[config.mk]
export PLATFORM = sky130hd
export DESIGN_NAME = arbitro_rr
export DESIGN_NICKNAME = d
export VERILOG_FILES = /design/src/rtl/arbitro_pkg.sv /design/src/rtl/arbitro_pick.sv /design/src/rtl/arbitro_rr.sv
export SDC_FILE = /design/constraint.sdc
export NUM_CORES = 1
export LEC_CHECK = 0
export CORE_MARGIN = 10
export CORE_UTILIZATION = 38
export CTS_CLUSTER_DIAMETER = 200
export DETAILED_ROUTE_END_ITERATION = 16
export PLACE_DENSITY = 0.81
export SKIP_LAST_GASP = 1
export SLEW_MARGIN = 20
export SYNTH_ARGS = -nofsm -noshare
export SYNTH_HDL_FRONTEND = slang
export SYNTH_SLANG_ARGS = --single-unit
[constraint.sdc]
create_clock -name clk -period 3.15 [get_ports clk]
set_clock_uncertainty 0.1 [all_clocks]
set_input_delay 0.63 -clock clk [delete_from_list [all_inputs] [get_ports clk]]
set_output_delay 0.63 -clock clk [all_outputs]
set_load 0.02 [all_outputs]
[src/rtl/arbitro_pkg.sv]
// Shared constants and helpers for the arbitro_rr input-to-output FIFO arbiter.
package arbitro_pkg;

   localparam int unsigned MODE_RR        = 0;
   localparam int unsigned MODE_PRIO      = 1;
   localparam int unsigned MAX_WORD_WIDTH = 64;

   function automatic int unsigned clog2(input int unsigned n);
      int unsigned r;
      r = 0;
      for (int unsigned i = 0; i < 32; i++) begin
         if ((32'd1 << i) < n) r = i + 1;
      end
      return r;
   endfunction

   function automatic int unsigned dest_field(input logic [MAX_WORD_WIDTH-1:0] word,
                                              input int unsigned lsb,
                                              input int unsigned width);
      logic [MAX_WORD_WIDTH-1:0] shifted;
      logic [31:0]               mask;
      shifted = word >> lsb;
      mask    = (32'd1 << width) - 32'd1;
      return shifted[31:0] & mask;
   endfunction

endpackage

[src/rtl/arbitro_pick.sv]
// Combinational picker: one-hot grant of the first requester at or after `start`
// (round-robin) or the lowest requester (priority mode).
module arbitro_pick import arbitro_pkg::*; #(
   parameter int unsigned NumReq   = 4,
   parameter int unsigned IdxWidth = clog2(NumReq)
) (
   input  logic [NumReq-1:0]   req,
   input  logic [IdxWidth-1:0] start,
   input  logic                prio_mode,
   output logic [NumReq-1:0]   gnt,
   output logic [IdxWidth-1:0] gnt_idx,
   output logic                any
);

   logic [IdxWidth-1:0] cand;

   always_comb begin
      gnt     = '0;
      gnt_idx = '0;
      any     = 1'b0;
      cand    = '0;
      for (int unsigned k = 0; k < NumReq; k++) begin
         cand = prio_mode ? IdxWidth'(k) : IdxWidth'((32'(start) + k) % NumReq);
         if (!any && req[cand]) begin
            any       = 1'b1;
            gnt[cand] = 1'b1;
            gnt_idx   = cand;
         end
      end
   end

endmodule

[src/rtl/arbitro_rr.sv]
// Arbiter moving head words from NUM_IN input FIFOs to NUM_OUT output FIFOs.
// Optional per-output push counters enabled by defining ARBITRO_PUSH_CNT_EN.
module arbitro_rr import arbitro_pkg::*; #(
   parameter int unsigned NUM_IN     = 4,
   parameter int unsigned NUM_OUT    = 4,
   parameter int unsigned DATA_WIDTH = 12,
   parameter int unsigned DEST_LSB   = 8,
   parameter int unsigned DEST_WIDTH = 2,
   parameter int unsigned MODE       = 0,
   parameter int unsigned CNT_WIDTH  = 8
) (
   input  logic                           clk,
   input  logic                           reset,
   input  logic [NUM_IN-1:0]              empty,
   input  logic [NUM_IN*DATA_WIDTH-1:0]   fifo_data,
   input  logic [NUM_OUT-1:0]             almost_full,
   output logic [NUM_IN-1:0]              pop,
   output logic [NUM_OUT-1:0]             push,
   output logic [DATA_WIDTH-1:0]          data_out,
   output logic [clog2(NUM_IN)-1:0]       grant_idx,
   output logic                           idle,
   output logic [NUM_OUT*CNT_WIDTH-1:0]   push_cnt
);

   localparam int unsigned IdxW = clog2(NUM_IN);

   if (DEST_WIDTH != clog2(NUM_OUT)) begin : g_bad_dest
      $error("arbitro_rr: DEST_WIDTH must equal clog2(NUM_OUT)");
   end
   if (DATA_WIDTH > MAX_WORD_WIDTH || DEST_LSB + DEST_WIDTH > DATA_WIDTH) begin : g_bad_word
      $error("arbitro_rr: destination field does not fit in the word");
   end
   if (MODE != MODE_RR && MODE != MODE_PRIO) begin : g_bad_mode
      $error("arbitro_rr: MODE must be 0 or 1");
   end

   typedef enum logic [0:0] {StIdle, StXfer} state_e;

   state_e                  state_q, state_d;
   logic [NUM_IN-1:0]       pop_q, pop_d;
   logic [NUM_OUT-1:0]      push_q, push_d;
   logic [DATA_WIDTH-1:0]   data_q, data_d;
   // The last grant doubles as the round-robin pointer.
   logic [IdxW-1:0]         grant_q, grant_d;
   logic                    ptr_vld_q, ptr_vld_d;

   logic [DATA_WIDTH-1:0]     word [NUM_IN];
   logic [DEST_WIDTH-1:0]     dest [NUM_IN];
   logic [MAX_WORD_WIDTH-1:0] ext;
   logic [NUM_IN-1:0]         elig, gnt;
   logic [IdxW-1:0]           start, gnt_idx;
   logic                      any;

   // An input popped last cycle shows a stale head, so it sits out one cycle.
   always_comb begin
      ext = '0;
      for (int unsigned i = 0; i < NUM_IN; i++) begin
         word[i]                = fifo_data[i*DATA_WIDTH +: DATA_WIDTH];
         ext                    = '0;
         ext[DATA_WIDTH-1:0]    = word[i];
         dest[i]                = DEST_WIDTH'(dest_field(ext, DEST_LSB, DEST_WIDTH));
         elig[i]                = !empty[i] && !almost_full[dest[i]] && !pop_q[i];
      end
   end

   // Until the first grant after reset, search starts at input 0 inclusive.
   assign start = ptr_vld_q ? IdxW'((32'(grant_q) + 32'd1) % NUM_IN) : '0;

   arbitro_pick #(
      .NumReq   (NUM_IN),
      .IdxWidth (IdxW)
   ) u_pick (
      .req       (elig),
      .start     (start),
      .prio_mode (MODE == MODE_PRIO),
      .gnt       (gnt),
      .gnt_idx   (gnt_idx),
      .any       (any)
   );

   always_comb begin
      state_d   = state_q;
      pop_d     = any ? gnt : '0;
      push_d    = '0;
      data_d    = data_q;
      grant_d   = grant_q;
      ptr_vld_d = ptr_vld_q | any;
      for (int unsigned o = 0; o < NUM_OUT; o++) begin
         push_d[o] = any && (dest[gnt_idx] == DEST_WIDTH'(o));
      end
      if (any) begin
         data_d  = word[gnt_idx];
         grant_d = gnt_idx;
      end
      unique case (state_q)
         StIdle: if (any)  state_d = StXfer;
         StXfer: if (!any) state_d = StIdle;
         default:          state_d = StIdle;
      endcase
   end

   always_ff @(posedge clk or negedge reset) begin
      if (!reset) begin
         state_q   <= StIdle;
         pop_q     <= '0;
         push_q    <= '0;
         data_q    <= '0;
         grant_q   <= '0;
         ptr_vld_q <= 1'b0;
      end else begin
         state_q   <= state_d;
         pop_q     <= pop_d;
         push_q    <= push_d;
         data_q    <= data_d;
         grant_q   <= grant_d;
         ptr_vld_q <= ptr_vld_d;
      end
   end

   assign pop       = pop_q;
   assign push      = push_q;
   assign data_out  = data_q;
   assign grant_idx = grant_q;
   assign idle      = (state_q == StIdle);

`ifdef ARBITRO_PUSH_CNT_EN
   for (genvar o = 0; o < NUM_OUT; o++) begin : g_cnt
      logic [CNT_WIDTH-1:0] cnt_q;
      always_ff @(posedge clk or negedge reset) begin
         if (!reset)         cnt_q <= '0;
         else if (push_q[o]) cnt_q <= cnt_q + CNT_WIDTH'(1);
      end
      assign push_cnt[o*CNT_WIDTH +: CNT_WIDTH] = cnt_q;
   end
`else
   assign push_cnt = '0;
`endif

endmodule

==> flow_metrics.env <==
export IMPL_status="complete, no violations"
export IMPL_ys_seq_area_share_pct=31.1
export IMPL_grt_first_pass_wirelength_um=9870
export IMPL_multiInputGateArea_mm2=0.00117
export IMPL_drive_gt1_share_pct=21.3
export IMPL_synth_area_leader_cell="dfrtp_1"
export IMPL_num_antenna_cells=0
export IMPL_max_slew_worst_pin_slew_ns=0.636
export IMPL_seqCellArea_um2=601
export IMPL_drt_iter0_drc=187
export IMPL_clkSinkCount=24
export IMPL_cpPeakStageDelay_ns=0.54
export IMPL_synth_edf_count=0
export IMPL_start_kind="input pin"
export IMPL_clkLatencyLatePin_ns=0.27
export IMPL_cp_top_family="compound AO/OA/AOI/OAI gates"
export IMPL_setup_violations=0
export IMPL_clock_path_buffers=2
export IMPL_vias_per_cell=5.03
export IMPL_cpMaxStageDelayCell="mux4_2"
export IMPL_gr_total_overflow=0
export IMPL_fill_cells=411
export IMPL_rows=25
export IMPL_async_flop_share_pct=100
export IMPL_num_io_pins=113
export IMPL_fin_crit_sh_pct=97.9
export IMPL_powerDensity_mw_per_mm2=755
export IMPL_drcViolationCount=0
export IMPL_firstDrtPassIters=4
export IMPL_h_tree_depth=1
export IMPL_finalCriticalPeriod_ns=3.08
export IMPL_design_area_mm2=0.00299
export IMPL_nets=364
export IMPL_design_core_area_mm2=0.00482
export IMPL_ys_top_cells_by_area="dfrtp_1 31%, buf_4 12%, mux2i_1 8.8%, mux4_2 4.7%, nand2_1 3.9%"
export IMPL_grt_pass1_vias=1999
export IMPL_synth_cells=199
export IMPL_worst_path_max_fanout=5
export IMPL_area_growth_pct=54.7
export IMPL_portBuffers=80
export IMPL_cp_end_kind="flip-flop"
export IMPL_leakage_nw=1.29
export IMPL_vias=1873
export IMPL_final_max_slew_viol_count=0
export IMPL_synth_seq_cells=24
export IMPL_fp_dieW_um=91.3
export IMPL_worstPathArrival_ns=3.14
export IMPL_dpl_instance_area_mm2=0.00284
export IMPL_critPathKind="input pin to flip-flop"
export IMPL_hpwl_um=5050
export IMPL_cts_root_buffer="clkbuf_8"
export IMPL_grt_max_degree=25
export IMPL_drtAntennaViolNets=0
export IMPL_grt_setup_unrepaired="yes"
export IMPL_synth_main_ff_cell="dfrtp_1"
export IMPL_hold_viol_final=0
export IMPL_crit_buf_inv=2
export IMPL_cp_cell_sequence="clkdlybuf4s50_1, mux4_2, or4_4, a31oi_4, o311a_4, buf_6, a211o_1, nor2b_1, a41o_1"
export IMPL_ir_worst_vdd_mv=0.374
export IMPL_hold_slack_ns=0.399
export IMPL_yosysWarningCount=0
export IMPL_numCtsBuffers=3
export IMPL_gp_congestion=0.900
export IMPL_synth_top_cell_area_share_pct=31.1
export IMPL_fmax_mhz=324
export IMPL_required_ns=3.21
export IMPL_fp_dieH_um=91.3
export IMPL_wl_per_cell_um=16.9
export IMPL_syn_area_per_cell_um2=9.70
export IMPL_maxCapViolations=0
export IMPL_wl_um=6290
export IMPL_hold_path_class="flip-flop to flip-flop"
export IMPL_antenna_found_initial=0
export IMPL_clk_pin_slew_worst_paths_ns=0.09
export IMPL_synthDistinctLibCells=51
export IMPL_track_usage_pct=14.1
export IMPL_die_area_mm2=0.00833
export IMPL_start_util_pct=40.1
export IMPL_maxSlewHeadroom_pct=57.5
export IMPL_netlist_area_mm2=0.00193
export IMPL_cts_tree="yes"
-- worst register-to-register path, cell delays in order, from the launching register on --
cell      delay [ns]
dfrtp_1         0.57
nor2b_1         0.59
nor4_4          0.09
o221ai_2        0.20
and2_4          0.22
mux2_4          0.33
nor2b_1         0.14
a41o_1          0.21
-- registers in the layout, indices dropped and copies added, names as in the netlist --
register and count:
push 4, data_out 12, state_q 1, pop 4, grant_idx 2, ptr_vld_q 1
-- cells in the mapped netlist (3+ instances only) --
cell type / instances
buf_6: 3
nor2_1: 12
nor2b_1: 3
clkbuf_1: 5
nand2_1: 20
a211oi_1: 3
mux2i_1: 17
buf_4: 32
a21oi_1: 4
dfrtp_1: 24
nand2b_1: 3
mux4_2: 4
o21ai_0: 9
inv_1: 3
o221ai_1: 7
nor3_1: 4
-- cell families (layout without fill, tap and decap cells) --
logic type	Yosys count	in the layout	synth area share (%)
flip-flops	24	24	31.1
buffers and inverters	45	120	17.0
AO/OA/AOI/OAI	42	42	17.0
multiplexers	28	28	18.1
other	1	32	0.194
AND/OR/NAND/NOR	59	59	16.6
-- worst paths after layout --
kind / from / end / slack (ns) / cells after the start
worst max-delay path: fifo_data[32] / push[1] / 0.07 / 9
worst min-delay path: data_out[10] / data_out[10] / 0.40 / 2
worst max register to register: ptr_vld_q / push[1] / 0.58 / 7
worst min register to register: data_out[10] / data_out[10] / 0.40 / 2
max in group asynchronous: reset / pop[3] / 2.08 / 2
min in group asynchronous: reset / data_out[4] / 0.62 / 2
-- layout make-up --
| type | count | share of cell area (%) |
|---|---|---|
| repair buffers | 112 | 35.0 |
| well taps | 67 | 2.81 |
| multi-input cells | 161 | 39.1 |
| inverters | 4 | 0.503 |
| clock inverters | 1 | 1.01 |
| clock buffers | 3 | 1.38 |
| flip-flops and latches | 24 | 20.1 |
-- report_power, final --
group	internal [mW]	leakage [nW]	switching, mW
Sequential	0.436	0.291	0.112
Clock	0.170	0.0357	0.106
Combinational	0.707	0.965	0.723
-- per-stage QoR --
stage | setup TNS [ns] | worst slack [ns] | power (mW) | utilization, % | std cells
3_5_place_dp | -3.12 | -0.271 | 1.91 | 59.0 | 365
2_1_floorplan | 0 | 0.322 | 1.37 | - | 230
6_report | 0 | 0.0676 | 2.25 | 62.0 | 372
4_1_cts | 0 | 0.0114 | 2.19 | 60.4 | 369
3_3_place_gp | -2.20 | -0.185 | 1.89 | 59.0 | 365
5_1_grt | -0.0283 | -0.0192 | 2.40 | 62.0 | 372
-- placed cells by master (no fill, tap or decap), types with 3 or more instances in the layout --
master	instances
clkdlybuf4s50_1	80
conb_1	32
buf_4	28
dfrtp_1	24
nand2_1	20
mux2i_1	16
nor2_1	12
o21ai_0	8
o221ai_1	7
mux4_2	4
a21oi_1	4
nor3_1	3
nor2b_1	3
nand2b_1	3
inv_1	3
a211oi_1	3
clkbuf_8	3
-- layer usage --
| metal | part of all wire (%) | up-vias | global-route usage, % |
|---|---|---|---|
| met5 | 0 | - | 0 |
| met4 | 1.3 | 0 | 3.52 |
| met3 | 11 | 9 | 6.83 |
| met2 | 50 | 95 | 24.0 |
| met1 | 37 | 891 | 15.3 |
| li1 | - | 878 | - |
-- repair_timing --
action,in CTS,in global routing
hold buffers,0,0
setup endpoints to repair,0,16
resized for setup,0,11
buffers inserted,0,1
No activity file was read; power rests on OpenSTA's default activity.
